==> config.mk <==
export PLATFORM = sky130hd
export DESIGN_NAME = regfile_sb
export DESIGN_NICKNAME = d
export VERILOG_FILES = /design/src/rtl/regfile_sb.sv
export SDC_FILE = /design/constraint.sdc
export NUM_CORES = 1
export LEC_CHECK = 0
export BUFFER_PORTS_ARGS = -buffer_cell sky130_fd_sc_hd__buf_2
export CAP_MARGIN = 20
export CORE_ASPECT_RATIO = 1.25
export CORE_UTILIZATION = 60
export CTS_CLUSTER_SIZE = 28
export DETAILED_ROUTE_END_ITERATION = 10
export PLACE_DENSITY_LB_ADDON = 0.2
export SLEW_MARGIN = 30
export SYNTH_ARGS = -nofsm -noshare
export SYNTH_HDL_FRONTEND = slang
export SYNTH_SLANG_ARGS = --single-unit
export TNS_END_PERCENT = 5
==> constraint.sdc <==
create_clock -name clk -period 2 [get_ports clk]
set_input_delay 0.1 -clock clk [delete_from_list [all_inputs] [get_ports clk]]
set_output_delay 0.1 -clock clk [all_outputs]
set_load 0.03 [all_outputs]
==> src/rtl/regfile_sb.sv <==
// regfile_sb: register file with a per-register scoreboard (busy bit) and a
// sequential clear engine.
//
// Ports
//   clk, rst_n                 clock, asynchronous active-low reset
//   write_enable/_reg/_data    writeback port; it also clears busy[write_reg]
//   read_reg1/2 -> read_data1/2  combinational reads, bypassed from writeback
//   busy1/2                    registered busy bits of read_reg1/2, no bypass
//   reserve_en, reserve_reg    set busy[reserve_reg] (producer issued)
//   clear_req, clear_busy      start the sequential clear / clear in progress
//
// Optional feature: define REGFILE_ZERO_REG_EN to hard-wire register 0 to zero.
// In that mode register 0 always reads 0 and is never busy.
module regfile_sb #(
   parameter int DATA_W = 8,
   parameter int ADDR_W = 3
) (
   input  logic              clk,
   input  logic              rst_n,
   input  logic              write_enable,
   input  logic [ADDR_W-1:0] write_reg,
   input  logic [DATA_W-1:0] write_data,
   input  logic [ADDR_W-1:0] read_reg1,
   input  logic [ADDR_W-1:0] read_reg2,
   output logic [DATA_W-1:0] read_data1,
   output logic [DATA_W-1:0] read_data2,
   output logic              busy1,
   output logic              busy2,
   input  logic              reserve_en,
   input  logic [ADDR_W-1:0] reserve_reg,
   input  logic              clear_req,
   output logic              clear_busy
);

   localparam int DEPTH = 2 ** ADDR_W;

`ifdef REGFILE_ZERO_REG_EN
   localparam bit ZERO_REG = 1'b1;
`else
   localparam bit ZERO_REG = 1'b0;
`endif

   typedef enum logic {IDLE, CLEAR} state_t;

   state_t                         state, state_nxt;
   logic [ADDR_W-1:0]              idx, idx_nxt;
   logic [DEPTH-1:0][DATA_W-1:0]   regs;
   logic [DEPTH-1:0]               busy;

   // Writes and reserves only land in IDLE; with the zero register enabled,
   // anything aimed at address 0 is dropped here so it never reaches state.
   logic wr_ok, rsv_ok;
   assign wr_ok  = write_enable && (state == IDLE) && !(ZERO_REG && (write_reg == '0));
   assign rsv_ok = reserve_en   && (state == IDLE) && !(ZERO_REG && (reserve_reg == '0));

   assign clear_busy = (state == CLEAR);

   // ---------------- FSM ----------------
   always_comb begin
      state_nxt = state;
      idx_nxt   = idx;
      case (state)
         IDLE: begin
            if (clear_req) begin
               state_nxt = CLEAR;
               idx_nxt   = '0;
            end
         end
         CLEAR: begin
            // exit on the last index so idx never wraps
            if (idx == ADDR_W'(DEPTH - 1)) begin
               state_nxt = IDLE;
               idx_nxt   = '0;
            end else begin
               idx_nxt = idx + 1'b1;
            end
         end
         default: begin
            state_nxt = IDLE;
            idx_nxt   = '0;
         end
      endcase
   end

   // ---------------- state ----------------
   always_ff @(posedge clk or negedge rst_n) begin
      if (!rst_n) begin
         state <= IDLE;
         idx   <= '0;
         regs  <= '0;
         busy  <= '0;
      end else begin
         state <= state_nxt;
         idx   <= idx_nxt;
         if (state == CLEAR) begin
            regs[idx] <= '0;
            busy[idx] <= 1'b0;
         end else begin
            if (wr_ok) begin
               regs[write_reg] <= write_data;
               busy[write_reg] <= 1'b0;
            end
            // after the write so a same-address reserve leaves busy set
            if (rsv_ok)
               busy[reserve_reg] <= 1'b1;
         end
      end
   end

   // ---------------- read ports ----------------
   // wr_ok already excludes CLEAR and (optionally) address 0, so the bypass
   // needs no further qualification.
   always_comb begin
      read_data1 = regs[read_reg1];
      if (wr_ok && (write_reg == read_reg1))
         read_data1 = write_data;
      if (ZERO_REG && (read_reg1 == '0))
         read_data1 = '0;
   end

   always_comb begin
      read_data2 = regs[read_reg2];
      if (wr_ok && (write_reg == read_reg2))
         read_data2 = write_data;
      if (ZERO_REG && (read_reg2 == '0))
         read_data2 = '0;
   end

   assign busy1 = busy[read_reg1];
   assign busy2 = busy[read_reg2];

endmodule

==> results of run 1 <==
-- cell type report --
cell class | instances | area (um^2)
sequential | 76 | 1900
clock buffer | 11 | 141
tap | 92 | 115
inverter | 3 | 11.3
multi-input combinational | 220 | 2450
fill | 508 | 2120
timing repair buffer | 73 | 558
clock inverter | 5 | 60.1
-- repair_timing --
| action | 4_1_cts | 5_1_grt |
|---|---|---|
| gates resized for setup | 68 | 5 |
| hold buffers | 2 | 0 |
| hold endpoints to repair | 78 | 0 |
| endpoints found under the setup margin | 16 | 20 |
| buffers inserted | 7 | 0 |
| cloned | 0 | 0 |
-- flip-flops by register name, summed over array words and instances (netlist names) --
register,flops
idx,3
busy,8
regs,64
clear_busy,1
-- through the flow --
step / setup WS [ns] / area (um^2) / util (%) / TNS, ns / total power [mW]
global placement: 0.133 / 4900 / 66.6 / 0 / 4.29
detailed placement: 0.112 / 4900 / 66.6 / 0 / 4.35
global route: -0.118 / 5240 / 71.2 / -1.49 / 6.14
CTS: -0.0897 / 5220 / 71.0 / -0.942 / 5.83
finish: -0.0911 / 5240 / 71.2 / -1.00 / 5.88
floorplan: 0.243 / 4570 / - / 0 / 3.71
-- synth_stat cells, types with 2 or more instances --
master | instances | area share [%]
o32a_1 | 5 | 1.1
nor2b_1 | 3 | 0.41
nor2_1 | 4 | 0.33
nand4_2 | 2 | 0.55
nand3b_1 | 3 | 0.49
o22a_1 | 3 | 0.57
o31ai_1 | 3 | 0.49
mux4_1 | 28 | 16
mux4_2 | 8 | 3.9
inv_1 | 2 | 0.16
o21ai_0 | 12 | 1.3
nand2b_1 | 5 | 0.68
buf_1 | 8 | 0.66
a21oi_1 | 6 | 0.66
nand2_1 | 12 | 0.99
buf_4 | 2 | 0.33
buf_2 | 3 | 0.33
clkbuf_1 | 5 | 0.41
buf_6 | 6 | 1.5
xnor2_1 | 6 | 1.1
nor2_2 | 3 | 0.41
mux2_4 | 16 | 5.3
a22o_1 | 64 | 12
clkbuf_8 | 2 | 0.60
mux2_2 | 18 | 4.4
ha_1 | 2 | 0.55
a22oi_1 | 5 | 0.82
nand3_1 | 4 | 0.44
dfrtp_1 | 76 | 42
-- cells by family (layout without fill, tap and decap cells) --
kind of cell / after synthesis / after routing
DFF: 76 / 76
adders and majority gates: 2 / 2
xor gates and xnor gates: 6 / 6
buffers and inverters: 29 / 92
AOI/OAI and AO/OA: 99 / 99
and+or+nand+nor: 42 / 42
muxes: 71 / 71
-- per-layer routing --
layer	vias to the layer above	global-route usage, %	share of wire, %
li1	1431	-	-
met1	1777	46.3	39
met2	211	53.1	52
met3	32	5.69	6.3
met4	0	15.2	3.0
met5	-	0	0
-- placed cells by master (no fill, tap or decap), types with 6 or more instances in the layout --
master | Yosys | routed
a21oi_1 | 6 | 6
a22o_1 | 64 | 64
buf_2 | 3 | 27
buf_4 | 2 | 27
buf_6 | 6 | 16
clkbuf_8 | 2 | 10
dfrtp_1 | 76 | 76
mux2_2 | 18 | 9
mux2_4 | 16 | 25
mux4_2 | 8 | 34
nand2_1 | 12 | 12
o21ai_0 | 12 | 12
xnor2_1 | 6 | 6
-- worst max path at each step --
stage / start / end / slack, ns / cells after the start
floorplan: clear_busy / regs[48] / 0.24 / 4
global placement: read_reg1[0] / read_data1[3] / 0.13 / 5
detailed placement: read_reg1[0] / read_data1[3] / 0.11 / 5
CTS: regs[27] / read_data2[3] / -0.09 / 4
global route: regs[27] / read_data2[3] / -0.12 / 4
finish: regs[59] / read_data1[3] / -0.09 / 4
-- power groups by stage --
| stage | clock network, mW | registers (mW) | logic [mW] |
|---|---|---|---|
| final | 1.22 | 2.32 | 2.34 |
| after global routing | 1.30 | 2.36 | 2.48 |
| after CTS | 1.23 | 2.29 | 2.31 |
| after detailed placement | 0 | 2.30 | 2.05 |
| after global placement | 0 | 2.28 | 2.00 |
| after floorplan | 0 | 2.14 | 1.57 |
-- worst min-delay path, cell delays in order --
cell and delay, ns:
buf_2 0.12, nand3_1 0.06, a21oi_1 0.06
==> results.yml, run 1 <==
status:
  status: "finished, violations left"
  violations: "negative setup slack"
final_layout:
  fin_nets: 410
  drive_gt1_share_pct: 42.3
  n_antenna_cell: 0
  final_cells: 480
  syn_to_final_growth_pct: 14.6
power_and_ir_drop:
  leakage_nw: 2.39
  worst_ir_drop_vdd_v: 0.000752
  p_sw_mw: 2.14
  p_per_area_nw_per_um2: 1120
  p_sw_share_pct: 36.5
  combPwrFrac_pct: 39.8
  power_frac_clock_pct: 20.8
  p_int_mw: 3.73
  p_seq_share_pct: 39.4
floorplanning:
  die-area_um2: 7980
  io_pins: 44
  die_y_um: 99.6
  coreArea_um2: 7360
  initial_core_util_pct: 62.1
  dieWidth_um: 80.1
  rows: 35
drt:
  viasPerCell: 7.19
  drt_wl_total_mm: 12.3
  firstDrtPassIters: 5
  drtIter0Drc: 341
  vias: 3451
  drc: 0
  post_drt_wl_per_cell_um: 25.6
  ant_nets: 0
yosys:
  synth_edf_count: 0
  yosysSeqAreaShare_pct: 41.6
  yosysUniqueCellTypes: 38
  synth_flop_cell: "dfrtp_1"
  synth_compound_area_share_pct: 17.4
  syn-cell-area_um2: 4570
  avgSynthCellArea_um2: 14.1
  synth_fa_ha_area_share_pct: 0.547
  ys_async_sr_fraction_pct: 100
  synth-simple-area-share_pct: 5.31
  synth-xor-area-share_pct: 1.15
  yosys-mux-area-fraction_pct: 29.9
  syn_nets: 352
  yosys_register_bits: 76
  synthCells: 325
  yosys_warnings: 0
  synth_top_family_by_area: "multiplexers"
clock_network:
  cts.sinks: 76
  cts_made_buffers: 9
  clkSlewWorstSetupHoldPaths_ns: 0.08
  clk-insertion-delay-late_ns: 0.37
  cts_buffer_depth: 2
  root_buffer: "clkbuf_8"
  cts_max_level: 3
  cts_tree: "done"
worst_hold_path:
  hold_class: "input pin to flip-flop"
  hold_end: "busy[7]"
  whs_path_depth: 3
  hp-start: "reserve_reg[2]"
sta:
  finalSetupViolations: 16
  report.final.hold_viol_count: 0
  max_freq_ghz: 0.478
  slew_viol_final: 0
  period_share_pct: 105
  holdWs_ns: 0.0229
  max_slew_margin_pct: 60.3
  period_needed_ns: 2.09
  fin_ws_ns: -0.0911
  rsz0062_at_grt: "yes"
  fin_worst_skew_ns: 0.00773
  worst_pin_slew_ns: 0.593
critical_path:
  cp-end-kind: "primary output"
  crit_chain: "mux4_2 -> mux2_4 -> mux2_4 -> buf_6"
  reg2reg_to: "regs[13]"
  slowest_delay_ns: 0.52
  cpMaxStageDelayCell: "mux4_2"
  worst_ep_required_time_ns: 1.90
  path_buf_inv: 1
  critPathKind: "flip-flop to primary output"
  cp.arrival_ns: 1.99
  r2r_start: "clear_busy"
  start_kind: "flip-flop"
  reg2reg_slack_ns: 0.12
  reg2regPathDepth: 3
  crit_family: "multiplexers"
  cp_max_fo: 3
  path_common_cell: "mux2_4"
grt:
  grt.overflow.total: 0
  grt_pass1_wl_mm: 19.3
  grt_max_degree: 35
  grt_pass1_vias: 3312
  antenna_found_initial: 0
  gr-usage-all-layers_pct: 33.8
placed_design:
  gp_congestion: 0.843
  port_buffers: 43
  dp.cells: 455
  dp_hpwl_mm: 8.44
job:
  max_cap_viol_count: 0
No activity file was read; power rests on OpenSTA's default activity.
==> run 2: changes to the inputs <==
--- a/config.mk
+++ b/config.mk
@@ -13,4 +13,5 @@
 export DETAILED_ROUTE_END_ITERATION = 10
 export PLACE_DENSITY_LB_ADDON = 0.2
+export RECOVER_POWER = 50
 export SLEW_MARGIN = 30
 export SYNTH_ARGS = -nofsm -noshare
==> constraint.sdc (replaced) <==
create_clock -name clk -period 2 [get_ports clk]
set_input_delay 0.1 -clock clk [delete_from_list [all_inputs] [get_ports clk]]
set_output_delay 0.1 -clock clk [all_outputs]
set_load 0.05 [all_outputs]
==> run 2 against run 1 <==
Net effect:
- the run still ends with negative setup slack left
- sequential share of layout area grew 0.10 points
- clock power grew 7%
- maximum frequency shrank 0.60%
- cell count grew 0.21%
- critical path depth is the same
- largest power group unchanged
- first-iteration DRC count shrank 9.4%
- critical path type unchanged
- worst hold slack lost 0.0013 ns
- core utilization shrank 0.20 points
- die area is the same
==> results.yml, run 2 (synthesis results as in run 1) <==
final_layout:
  top_register: "regs"
  drive_gt1_share_pct: 41.9
  largest_registers: "regs (64), busy (8), idx (3)"
  largest_reg_flops: 64
  n_antenna_cell: 0
  final_cell_mix: "dfrtp_1, a22o_1, mux4_2"
  fin_nets: 412
  layout_commonest_cell: "dfrtp_1"
  syn_to_final_growth_pct: 14.2
drt:
  firstDrtPassIters: 5
  post_drt_wl_per_cell_um: 25.6
  drt_wl_total_mm: 12.3
  vias: 3458
  viasPerCell: 7.19
  drc: 0
  drtIter0Drc: 309
  ant_nets: 0
sta:
  worst_pin_slew_ns: 1.28
  report.final.hold_viol_count: 0
  fin_worst_skew_ns: 0.00791
  period_share_pct: 105
  max_freq_ghz: 0.475
  max_slew_margin_pct: 14.6
  period_needed_ns: 2.10
  fin_ws_ns: -0.104
  finalSetupViolations: 16
  slew_viol_final: 0
  holdWs_ns: 0.0216
  rsz0062_at_grt: "yes"
power_and_ir_drop:
  worst_ir_drop_vdd_v: 0.000870
  p_per_area_nw_per_um2: 1170
  leakage_nw: 2.39
  total_power_mw: 6.12
clock_network:
  cts_buffer_depth: 2
  cts.sinks: 76
  clk-insertion-delay-late_ns: 0.36
  cts_max_level: 3
  cts_made_buffers: 9
  cts_tree: "done"
  clkSlewWorstSetupHoldPaths_ns: 0.09
  root_buffer: "clkbuf_8"
critical_path:
  worst_ep_required_time_ns: 1.90
  cp.arrival_ns: 2.00
  critPathKind: "flip-flop to primary output"
  cp_max_fo: 3
  start_kind: "flip-flop"
  cp-end-kind: "primary output"
  reg2regPathDepth: 4
status:
  status: "finished, violations left"
  violations: "negative setup slack"
grt:
  grt_pass1_vias: 3488
  grt_max_degree: 26
  grt.overflow.total: 0
  grt_pass1_wl_mm: 19.3
  gr-usage-all-layers_pct: 33.6
  antenna_found_initial: 0
worst_hold_path:
  whs_path_depth: 3
  hold_class: "input pin to flip-flop"
job:
  max_cap_viol_count: 0
floorplanning:
  dieWidth_um: 80.1
  rows: 35
  coreArea_um2: 7360
  die-area_um2: 7980
  die_y_um: 99.6
  io_pins: 44
  initial_core_util_pct: 62.1
placed_design:
  port_buffers: 43
  dp_hpwl_mm: 8.31
  gp_congestion: 0.854
  dp_slack_ns: 0.0404
==> run 2: cell types whose count changed in the layout (fill, tap and decap cells not counted), moves of 2 or more <==
cell	delta
clkbuf_2	+2
mux2_2	+8
mux2_4	-8
mux4_1	+2
mux4_2	-2
==> run 2: critical path: stages (launching register included) <==
cell,delay (ns)
dfrtp_1,0.42
mux4_2,0.51
mux2_2,0.29
mux2_4,0.27
buf_6,0.15
==> run 2: power by group <==
| part | internal (mW) | leakage [nW] | switching [mW] |
|---|---|---|---|
| Combinational | 1.20 | 1.24 | 1.32 |
| Clock | 0.698 | 0.105 | 0.606 |
| Sequential | 1.91 | 1.04 | 0.381 |
| Total | 3.81 | 2.39 | 2.31 |
==> run 2: cell type report <==
cell class | count | area (um^2)
well taps | 92 | 115
clock inverters | 6 | 90.1
clock buffers | 9 | 124
flip-flops and latches | 76 | 1900
fillers | 520 | 2130
multi-input cells | 220 | 2430
repair buffers | 75 | 552
inverters | 3 | 11.3
==> run 2: timing repair <==
| action | 4_1_cts | 5_1_grt |
|---|---|---|
| hold buffers | 2 | 0 |
| buffers inserted | 6 | 2 |
| setup endpoints to repair | 16 | 32 |
| gates resized for setup | 56 | 7 |
| hold endpoints to repair | 22 | 0 |
==> run 2: per-layer routing <==
| layer | share of wire, % | track usage, % |
|---|---|---|
| met1 | 40 | 44.9 |
| met2 | 49 | 52.3 |
| met4 | 3.5 | 17.6 |
| met3 | 6.6 | 6.06 |
| met5 | 0 | 0 |
==> run 2: path summary, 6_finish.rpt <==
| check | endpoint | slack [ns] | from |
|---|---|---|---|
| max reg2reg | regs[10] | 0.07 | clear_busy |
| min | busy[7] | 0.02 | reserve_reg[2] |
| min in group asynchronous | regs[54] | 0.53 | rst_n |
| max in group asynchronous | busy[6] | 0.22 | rst_n |
| min reg2reg | regs[31] | 0.54 | regs[31] |
| max | read_data2[2] | -0.10 | regs[50] |
==> run 2: stage by stage <==
step / setup TNS (ns) / std cells / utilization (%) / area [um^2]
finish: -1.23 / 481 / 71.0 / 5220
global route: -4.23 / 481 / 71.0 / 5220
CTS: -1.18 / 479 / 71.3 / 5250
detailed placement: 0 / 456 / 66.9 / 4920
global placement: 0 / 456 / 66.9 / 4920
floorplan: 0 / 325 / - / 4570
